===== config.mk =====
export PLATFORM = sky130hd
export DESIGN_NAME = osc_multiwave
export DESIGN_NICKNAME = d
export VERILOG_FILES = /design/src/rtl/osc_pkg.sv /design/src/rtl/osc_tick_gen.sv /design/src/rtl/osc_multiwave.sv
export SDC_FILE = /design/constraint.sdc
export NUM_CORES = 1
export LEC_CHECK = 0
export ABC_CLOCK_PERIOD_IN_PS = 4300
export CORE_MARGIN = 2
export CORE_UTILIZATION = 46
export CTS_BUF_LIST = sky130_fd_sc_hd__clkbuf_8 sky130_fd_sc_hd__clkbuf_16
export DETAILED_ROUTE_END_ITERATION = 8
export PLACE_DENSITY = 0.68
export SLEW_MARGIN = 20
export SYNTH_ARGS = -nofsm -noshare
export SYNTH_HDL_FRONTEND = slang
export SYNTH_SLANG_ARGS = --single-unit

===== constraint.sdc =====
create_clock -name clk -period 4.3 [get_ports clk]
set_clock_uncertainty 0.2 [all_clocks]
set_input_delay 0.86 -clock clk [delete_from_list [all_inputs] [get_ports clk]]
set_output_delay 0.86 -clock clk [all_outputs]
set_load 0.05 [all_outputs]

===== src/rtl/osc_pkg.sv =====
// Shared types and default widths for the multi-waveform oscillator.
package osc_pkg;

  localparam int DATA_W_DEF = 8;
  localparam int DIV_W_DEF  = 10;

  typedef enum logic [1:0] {
    SAW    = 2'b00,
    SQUARE = 2'b01,
    TRI    = 2'b10,
    OFF    = 2'b11
  } wave_sel_t;

endpackage


===== src/rtl/osc_tick_gen.sv =====
// Programmable step divider: shadowed period limit, hard sync and one-cycle tick.
module osc_tick_gen
  import osc_pkg::*;
#(
  parameter int DIV_W = DIV_W_DEF
) (
  input  logic             clk,
  input  logic             nRst,
  input  logic [DIV_W-1:0] divisor,
  input  logic [1:0]       oct_dwn,
  input  logic             sync,
  output logic             tick
);

  localparam int CNT_W = DIV_W + 3;

  logic [CNT_W-1:0] count;
  logic [CNT_W-1:0] limit_q;
  logic [CNT_W-1:0] limit_next;
  logic [DIV_W-1:0] div_eff;
  logic             at_limit;

  always_comb begin
    div_eff    = (divisor == '0) ? DIV_W'(1) : divisor;
    limit_next = {3'b000, div_eff} << oct_dwn;
  end

  assign at_limit = (count == limit_q);
  assign tick     = at_limit & ~sync;

  // count==0 only occurs right after reset or sync, so that is where the
  // first shadow load happens; later loads happen only on step boundaries.
  always_ff @(posedge clk or negedge nRst) begin
    if (!nRst) begin
      count   <= '0;
      limit_q <= CNT_W'(1);
    end else if (sync) begin
      count   <= '0;
      limit_q <= limit_next;
    end else if (at_limit) begin
      count   <= CNT_W'(1);
      limit_q <= limit_next;
    end else if (count > limit_q) begin
      count <= CNT_W'(1);
    end else begin
      count <= count + CNT_W'(1);
      if (count == '0) begin
        limit_q <= limit_next;
      end
    end
  end

endmodule


===== src/rtl/osc_multiwave.sv =====
// Multi-waveform oscillator: shared phase counter feeding a saw/square/triangle shaper.
module osc_multiwave
  import osc_pkg::*;
#(
  parameter int DATA_W = DATA_W_DEF,
  parameter int DIV_W  = DIV_W_DEF
) (
  input  logic              clk,
  input  logic              nRst,
  input  logic              enable,
  input  logic [DIV_W-1:0]  divisor,
  input  logic [1:0]        oct_dwn,
  input  logic [1:0]        wave_sel,
  input  logic [DATA_W-1:0] pulse_w,
  input  logic              sync,
  output logic              tick,
  output logic [DATA_W-1:0] wave_out
);

  logic [DATA_W-1:0] phase;
  logic [DATA_W-1:0] shaped;
  logic [DATA_W-1:0] tri_v;
  wave_sel_t         sel;

  assign sel = wave_sel_t'(wave_sel);

  osc_tick_gen #(
    .DIV_W (DIV_W)
  ) u_tick_gen (
    .clk     (clk),
    .nRst    (nRst),
    .divisor (divisor),
    .oct_dwn (oct_dwn),
    .sync    (sync),
    .tick    (tick)
  );

  always_ff @(posedge clk or negedge nRst) begin
    if (!nRst) begin
      phase <= '0;
    end else if (sync) begin
      phase <= '0;
    end else if (tick) begin
      phase <= phase + DATA_W'(1);
    end
  end

  // Triangle folds the doubled phase on the way down via bitwise inversion.
  always_comb begin
    shaped = '0;
    tri_v  = phase << 1;
    case (sel)
      SAW:     shaped = phase;
      SQUARE:  shaped = (phase < pulse_w) ? '1 : '0;
      TRI:     shaped = phase[DATA_W-1] ? ~tri_v : tri_v;
      default: shaped = '0;
    endcase
  end

  always_ff @(posedge clk or negedge nRst) begin
    if (!nRst) begin
      wave_out <= '0;
    end else begin
      wave_out <= enable ? shaped : '0;
    end
  end

endmodule


==> metrics.yaml, run 1 <==
logic_synthesis:
  ys_warn_count: 0
  yosysTopAreaCellShare_pct: 37.9
  ys.flop_type: "dfrtp_1"
  synth_xor_area_share_pct: 8.09
  synth_mux_area_share_pct: 11.9
  synth-seq-cells: 42
  yosysMostFrequentCell: "dfrtp_1"
  synth_compound_area_share_pct: 7.62
  syn-num-nets: 325
  netlist_instances: 276
  yosys.area_share.simple_pct: 18.0
  synth_top_family_by_area: "simple AND/OR/NAND/NOR gates"
  synth-edff-count: 0
  ys_async_sr_fraction_pct: 100
  syn_area_per_cell_um2: 9.81
  synth_area_leaders: "dfrtp_1, ha_1, nor2_1, mux2_4, mux2i_1"
  synth_top_area_cell: "dfrtp_1"
  ys_top_cells_by_count: "dfrtp_1, nor2_1, ha_1, inv_1"
  synthAdderAreaFrac_pct: 10.6
  seq_area_frac_synth_pct: 38.9
  synth_area_um2: 2710
  yosysUniqueCellTypes: 39
place:
  pre_cts_ws_ps: 853
  port_buffers: 34
  globalplace.congestion: 0.816
  placed_area_um2: 3100
  dp.cells: 374
  dpl.hpwl_um: 3870
final_layout:
  design_area_um2: 3190
  multi_input_area_um2: 1520
  finalNetCount: 358
  fin_cells: 382
  layout-drive-gt1-share_pct: 9.03
  seq_area_um2: 1050
  num_antenna_cells: 0
  final_core_util_pct: 56.8
  area_growth_syn_to_layout_pct: 17.7
  nFillCells: 502
clock_network:
  clk_latency_ps: 300
  cts_resized: 0
  clk_pin_slew_ps: 80
  htreeDepth: 2
  hold_buffers: 0
  cts_max_path_buffers: 2
  cts.sinks: 42
  cts_buffers: 5
  postCtsSetupRepairBufs: 0
  root_buffer: "clkbuf_8"
  cts_tree: "built"
min_path:
  min_path_cells: 1
  hold_class: "reg -> reg"
  min_to: "u_tick_gen.limit_q[5]"
  hp-start: "u_tick_gen.limit_q[5]"
sta:
  final_max_slew_viol_count: 0
  setup_viol: 0
  whs_ps: 321
  finalCritPeriodShare_pct: 87.7
  fin_ws_ps: 530
  finalHoldViolCount: 0
  fmax_mhz: 265
  rsz0062_at_grt: "no"
  worst_pin_slew_ps: 898
  slew_headroom_pct: 40.1
  fin_crit_ps: 3770
  fin_setup_tns_ps: 0
pwr:
  power_density_nw_per_um2: 275
  finalPower_uw: 876
  vdd_drop_max_uv: 152
  p_leak_nw: 1.53
setup_path:
  reg2regPathDepth: 7
  path_cells: "ha_1 -> nand4_1 -> nor4_4 -> buf_4 -> nor2b_1 -> clkdlybuf4s50_1"
  path_delay_family: "buffers and inverters"
  max_stage_delay_ps: 820
  slowest_stage: "clkdlybuf4s50_1"
  timing_worst_setup_path_type: "reg -> out"
  critPathMaxFanout: 10
  cp.arrival_ps: 2710
  required_ps: 3240
  r2r-end: "u_tick_gen.limit_q[8]"
  worstReg2RegStart: "u_tick_gen.count[3]"
  path_buf_inv: 2
  r2r_slack_ps: 1820
  startpoint_type: "register"
  worst_setup_path_end_kind: "primary output"
routing:
  vias_per_cell: 5.14
  num_vias: 1962
  drt_iter0_drc: 89
  dr.pass1.iters: 4
  wl_per_cell_um: 13.1
  routed_wirelength_um: 5020
  ant_nets: 0
  drc: 0
global_routing:
  overflow: 0
  grt_pass1_vias: 1914
  antenna_found_initial: 0
  grt_pass1_wl_um: 8990
  grt_max_degree: 43
  grt_usage_pct: 17.9
floorplan:
  chipHeight_um: 80.7
  die_w_um: 80.7
  rows: 27
  dieArea_um2: 6520
  core_um2: 5610
  initial_core_util_pct: 48.3
  io_pins: 35
run_status:
  outcome: "completed"
job:
  drv_cap: 0
## power by group
| part | switching [mW] | internal, mW |
|---|---|---|
| Combinational | 0.102 | 0.0940 |
| Clock | 0.132 | 0.110 |
| Sequential | 0.0166 | 0.422 |
## logic make-up after synthesis
logic type,Yosys count
flip-flops,42
XOR/XNOR,25
multiplexers,26
adder cells (fa/ha/maj),23
AND/OR/NAND/NOR,95
buffers and inverters,33
AO/OA/AOI/OAI,32
## layout make-up
class	instances	share of cell area [%]
multi-input cells	201	47.8
clock buffers	5	2.16
repair buffers	36	11.0
flip-flops and latches	42	33.0
clock inverters	3	0.471
well taps	72	2.83
inverters	23	2.71
## how the worst max path moves through the flow
stage	cells past startpoint	endpoint	start	slack (ps)
floorplan	4	tick	u_tick_gen.count[8]	1110
global placement	6	tick	u_tick_gen.count[8]	840
detailed placement	6	tick	u_tick_gen.count[8]	850
CTS	6	tick	u_tick_gen.count[8]	510
global route	6	tick	u_tick_gen.count[8]	380
finish	6	tick	u_tick_gen.count[8]	530
## placed cells by master (no fill, tap or decap), types with 2 or more instances in the layout
cell             synthesis  final
dfrtp_1                 41     41
nor2b_1                  4      4
nand4_1                  5      5
o21ai_0                  4      4
nand3_1                 11     11
a21oi_1                 12     12
a211oi_1                 8      8
ha_1                    23     23
buf_4                    0      2
xnor2_1                 12     12
nor2_1                  37     37
xor2_1                  13     13
mux2_2                   3      3
mux2_4                   9      9
nor3_1                   3      3
nand2_1                 10     10
nor4_1                   3      3
or3_1                    9      9
clkbuf_8                 0      5
nand2b_1                 3      3
mux2i_1                 13     13
clkdlybuf4s50_1          0     33
and3_1                   5      5
inv_1                   23     25
a21o_1                   2      2
## routing by layer
layer  vias up  part of all wire (%)  track usage (%)
met3         6                   2.4             2.70
met2        30                    44             27.1
met1       910                    52             25.8
li1       1016                     -                -
met5         -                     0                0
met4         0                   1.8             6.61
## state kept, by name, indices dropped and copies added, names as in the netlist
register / flops
u_tick_gen.limit_q: 13
wave_out: 8
phase: 8
u_tick_gen.count: 13
Power figures use the tool's default switching activity.
==> inputs of run 2 (changes only) <==
- DONT_BUFFER_PORTS: not set -> 1
- HOLD_SLACK_MARGIN: not set -> 0.06
- PLACE_DENSITY: 0.68 -> not set
==> run 2 against run 1 <==
  * First-iteration DRC count decreased by 29%
  * Critical path depth fell by 1
  * Utilization decreased by 5.3 points
  * Worst hold slack worse by 120 ps
  * Cell count is 8.9% lower
  * Cell area down 9.3%
  * Non-clock buffer count fell by 34
  * Sequential cell count is the same
  * Via count down 6.9%
  * Highest routed layer unchanged
==> metrics.yaml, run 2 (synthesis gave the netlist of run 1 again) <==
setup_path:
  worst_setup_path_end_kind: "primary output"
  crit_start: "u_tick_gen.count[8]"
  required_ps: 3240
  r2r-end: "u_tick_gen.limit_q[7]"
  r2r_slack_ps: 1790
  timing_worst_setup_path_type: "reg -> out"
  reg2regPathDepth: 7
  crit_path_end: "tick"
  cp.arrival_ps: 2220
  critPathMaxFanout: 10
  worstReg2RegStart: "u_tick_gen.count[3]"
  startpoint_type: "register"
pwr:
  p_leak_nw: 1.41
  p_sw_uw: 233
  swShare_pct: 26.1
  p_int_uw: 659
  vdd_drop_max_uv: 183
  power_frac_comb_pct: 14.6
  power_density_nw_per_um2: 309
  seq_power_share_pct: 51.5
  power.share.clock_pct: 33.9
  finalPower_uw: 892
job:
  drv_cap: 0
final_layout:
  design_area_um2: 2890
  layout_common_cells: "dfrtp_1, nor2_1, inv_1, ha_1"
  final_common_cell: "dfrtp_1"
  area_growth_syn_to_layout_pct: 6.65
  layout-drive-gt1-share_pct: 10.5
  reg_top3: "u_tick_gen.count: 13 flops, u_tick_gen.limit_q: 13 flops"
  num_antenna_cells: 0
  nFillCells: 539
  finalNetCount: 324
  final_core_util_pct: 51.5
global_routing:
  grt_pass1_wl_um: 8270
  grtUsageMet1_pct: 23.6
  grt_pass1_vias: 1714
  grt_usage_pct: 16.6
  met2_usage_pct: 24.0
  grt_max_degree: 42
  antenna_found_initial: 0
  use_met3_pct: 5.06
  overflow: 0
  grt_busiest_layer: "met2"
floorplan:
  io_pins: 35
  die_w_um: 80.7
  initial_core_util_pct: 48.3
  core_um2: 5610
  dieArea_um2: 6520
  rows: 27
  chipHeight_um: 80.7
routing:
  drt_iter0_drc: 63
  num_vias: 1826
  routed_wirelength_um: 4840
  ant_nets: 0
  vias_per_cell: 5.25
  drc: 0
  wl_per_cell_um: 13.9
  dr.pass1.iters: 6
sta:
  fin_ws_ps: 1020
  final_max_slew_viol_count: 0
  fmax_mhz: 305
  fin_crit_ps: 3280
  slew_headroom_pct: 61.4
  rsz0062_at_grt: "no"
  finalCritPeriodShare_pct: 76.3
  finalHoldViolCount: 0
  worst_pin_slew_ps: 574
  fin_setup_tns_ps: 0
  setup_viol: 0
clock_network:
  postCtsSetupRepairBufs: 0
  clk_pin_slew_ps: 80
  cts_buffers: 5
  root_buffer: "clkbuf_8"
  cts_tree: "built"
  cts_max_path_buffers: 2
  cts.sinks: 42
  htreeDepth: 2
  clk_latency_ps: 290
place:
  dpl.hpwl_um: 3670
  placed_area_um2: 2760
  port_buffers: 0
  globalplace.congestion: 0.790
  pre_cts_ws_ps: 1320
run_status:
  outcome: "completed"
min_path:
  hold_class: "in -> async"
## run 2: repair_timing
| action | in CTS | in global routing |
|---|---|---|
| hold endpoints to repair | 41 | 0 |
| gates resized for setup | 0 | 0 |
| hold buffers | 1 | 0 |
## run 2: worst min-delay path by stage
| stage | from | end | depth (start not counted) |
|---|---|---|---|
| after floorplan | u_tick_gen.limit_q[1] | u_tick_gen.limit_q[1] | 1 |
| after global placement | u_tick_gen.limit_q[6] | u_tick_gen.limit_q[6] | 1 |
| after detailed placement | u_tick_gen.limit_q[9] | u_tick_gen.limit_q[9] | 1 |
| after CTS | nRst | u_tick_gen.limit_q[0] | 0 |
| after global routing | nRst | u_tick_gen.limit_q[0] | 0 |
| final | nRst | u_tick_gen.limit_q[0] | 0 |
## run 2: area by class of cell
class,count,area (µm²),share of cell area (%)
Multi-Input combinational cell,201,1520,52.7
Sequential cell,42,1050,36.4
Tap cell,72,90.1,3.12
Inverter,23,86.3,2.99
Clock buffer,5,68.8,2.38
Clock inverter,3,40.0,1.39
Timing Repair Buffer,2,27.5,0.953
## run 2: power groups by stage
stage	clock network (mW)	registers [mW]	logic, mW
floorplan	0	0.461	0.115
global placement	0	0.466	0.122
detailed placement	0	0.468	0.123
CTS	0.314	0.459	0.133
global route	0.333	0.463	0.148
finish	0.302	0.459	0.130
## run 2: per-stage QoR
step	hold slack, ps	cells
4_1_cts	185	348
5_1_grt	174	348
6_report	198	348
3_5_place_dp	302	339
3_3_place_gp	300	339
2_1_floorplan	279	276
## run 2: per-layer routing
metal	vias to the layer above	wire length (µm)
li1	950	-
met1	837	2460
met2	35	2090
met3	4	220
met4	0	75
met5	-	0
## run 2: critical path: stages, from the launching register on
cell	delay (ps)
dfrtp_1	440
ha_1	340
nand4_1	190
nor4_4	550
nor2b_1	210
buf_4	210
==> inputs of run 3 (changes only) <==
- ABC_CLOCK_PERIOD_IN_PS: 4300 -> 2900
- clock period: 4.3 -> 2.9 ns (I/O delays scaled with it)
==> run 3 against run 2 <==
  * Cell count grew 0.86%
  * Count of clock-buffer cells in the layout grew 1
  * Worst hold slack lost 45 ps
  * Combinational power grew 52%
  * Sequential cell count is the same
  * Non-clock buffer count grew 3
  * Largest power group unchanged
  * Highest routed layer unchanged
==> metrics.yaml, run 3 (synthesis gave the netlist of run 1 again) <==
global_routing:
  grt_pass1_wl_um: 8580
  grt_max_degree: 43
  grtUsageMet1_pct: 24.4
  grt_usage_pct: 17.4
  grt_pass1_vias: 1868
  use_met3_pct: 4.61
  overflow: 0
  antenna_found_initial: 0
  met2_usage_pct: 25.3
  grt_busiest_layer: "met2"
job:
  drv_cap: 0
place:
  pre_cts_ws_ps: 424
  globalplace.congestion: 0.763
  dpl.hpwl_um: 3780
  placed_area_um2: 2780
  dp.cells: 340
  port_buffers: 0
sta:
  fin_setup_tns_ps: 0
  worst_pin_slew_ps: 452
  fmax_mhz: 362
  finalHoldViolCount: 0
  setup_viol: 0
  final_max_slew_viol_count: 0
  fin_crit_ps: 2760
  fin_ws_ps: 138
  slew_headroom_pct: 69.9
  finalCritPeriodShare_pct: 95.2
floorplan:
  core_um2: 5610
  initial_core_util_pct: 48.3
  rows: 27
  chipHeight_um: 80.7
  dieArea_um2: 6520
  die_w_um: 80.7
  io_pins: 35
routing:
  vias_per_cell: 5.26
  dr.pass1.iters: 4
  routed_wirelength_um: 4970
  ant_nets: 0
  num_vias: 1846
  drc: 0
  drt_iter0_drc: 86
  wl_per_cell_um: 14.2
setup_path:
  cp.arrival_ps: 1980
  r2r_slack_ps: 340
  worst_setup_path_end_kind: "primary output"
  required_ps: 2120
  startpoint_type: "register"
  critPathMaxFanout: 6
  timing_worst_setup_path_type: "reg -> out"
final_layout:
  area_growth_syn_to_layout_pct: 7.76
  design_area_um2: 2920
  num_antenna_cells: 0
  layout-drive-gt1-share_pct: 11.8
  finalNetCount: 327
  layout_common_cells: "dfrtp_1, nor2_1, inv_1"
  final_common_cell: "dfrtp_1"
  fin_cells: 351
  reg_top3: "u_tick_gen.count: 13 flops, u_tick_gen.limit_q: 13 flops"
pwr:
  swShare_pct: 27.1
  power.share.clock_pct: 30.0
  power_density_nw_per_um2: 430
  vdd_drop_max_uv: 307
  power_frac_comb_pct: 15.8
  p_int_uw: 915
  seq_power_share_pct: 54.2
  p_leak_nw: 1.42
  finalPower_mw: 1.26
  p_sw_uw: 341
clock_network:
  cts_tree: "built"
  htreeDepth: 2
  root_buffer: "clkbuf_8"
  cts_max_path_buffers: 2
  cts.sinks: 42
  cts_buffers: 5
  clk_latency_ps: 290
  clk_pin_slew_ps: 80
run_status:
  outcome: "completed"
min_path:
  hold_class: "in -> reg"
run 3: stage by stage:
| step | util, % | hold slack, ps |
|---|---|---|
| global placement | 49.6 | 85.9 |
| floorplan | - | 84.4 |
| detailed placement | 49.6 | 86.1 |
| CTS | 51.8 | 141 |
| global route | 52.0 | 123 |
| finish | 52.0 | 152 |
run 3: critical path: stages, from the launching register on:
cell	delay, ps
dfrtp_2	460
ha_1	330
nand4_1	170
nor4_4	370
nor2b_4	220
buf_12	140
run 3: area by class of cell:
type / instances / area, µm²
Clock inverter: 2 / 8.76
Multi-Input combinational cell: 201 / 1530
Clock buffer: 6 / 82.6
Tap cell: 72 / 90.1
Timing Repair Buffer: 5 / 65.1
Inverter: 23 / 86.3
Sequential cell: 42 / 1050
Fill cell: 554 / 2690
run 3: worst paths after layout:
kind                                       startpoint               endpoint  cells after the start
worst max-delay path              u_tick_gen.count[8]                   tick                      5
worst min-delay path                             sync               phase[0]                      1
worst max register to register    u_tick_gen.count[8]  u_tick_gen.limit_q[1]                      8
worst min register to register  u_tick_gen.limit_q[5]  u_tick_gen.limit_q[5]                      1
max in group asynchronous                        nRst  u_tick_gen.limit_q[0]                      2
min in group asynchronous                        nRst    u_tick_gen.count[9]                      2
run 3: timing repair:
action,in CTS,in global routing
hold endpoints to repair,42,0
endpoints found under the setup margin,0,1
hold buffers,2,0
buffers inserted,0,1
gates resized for setup,0,3
run 3: power by group through the flow:
stage / Clock, mW / Sequential [mW] / Combinational (mW)
after global routing: 0.429 / 0.686 / 0.226
final: 0.377 / 0.681 / 0.198
after CTS: 0.395 / 0.681 / 0.200
after floorplan: 0 / 0.683 / 0.170
after detailed placement: 0 / 0.693 / 0.183
after global placement: 0 / 0.691 / 0.179
run 3: routing by layer:
layer | wire, µm | up-vias | share of wire [%]
met1 | 2500 | 850 | 50
met3 | 236 | 4 | 4.7
met5 | 0 | - | 0
met4 | 72 | 0 | 1.4
li1 | - | 954 | -
met2 | 2160 | 38 | 43
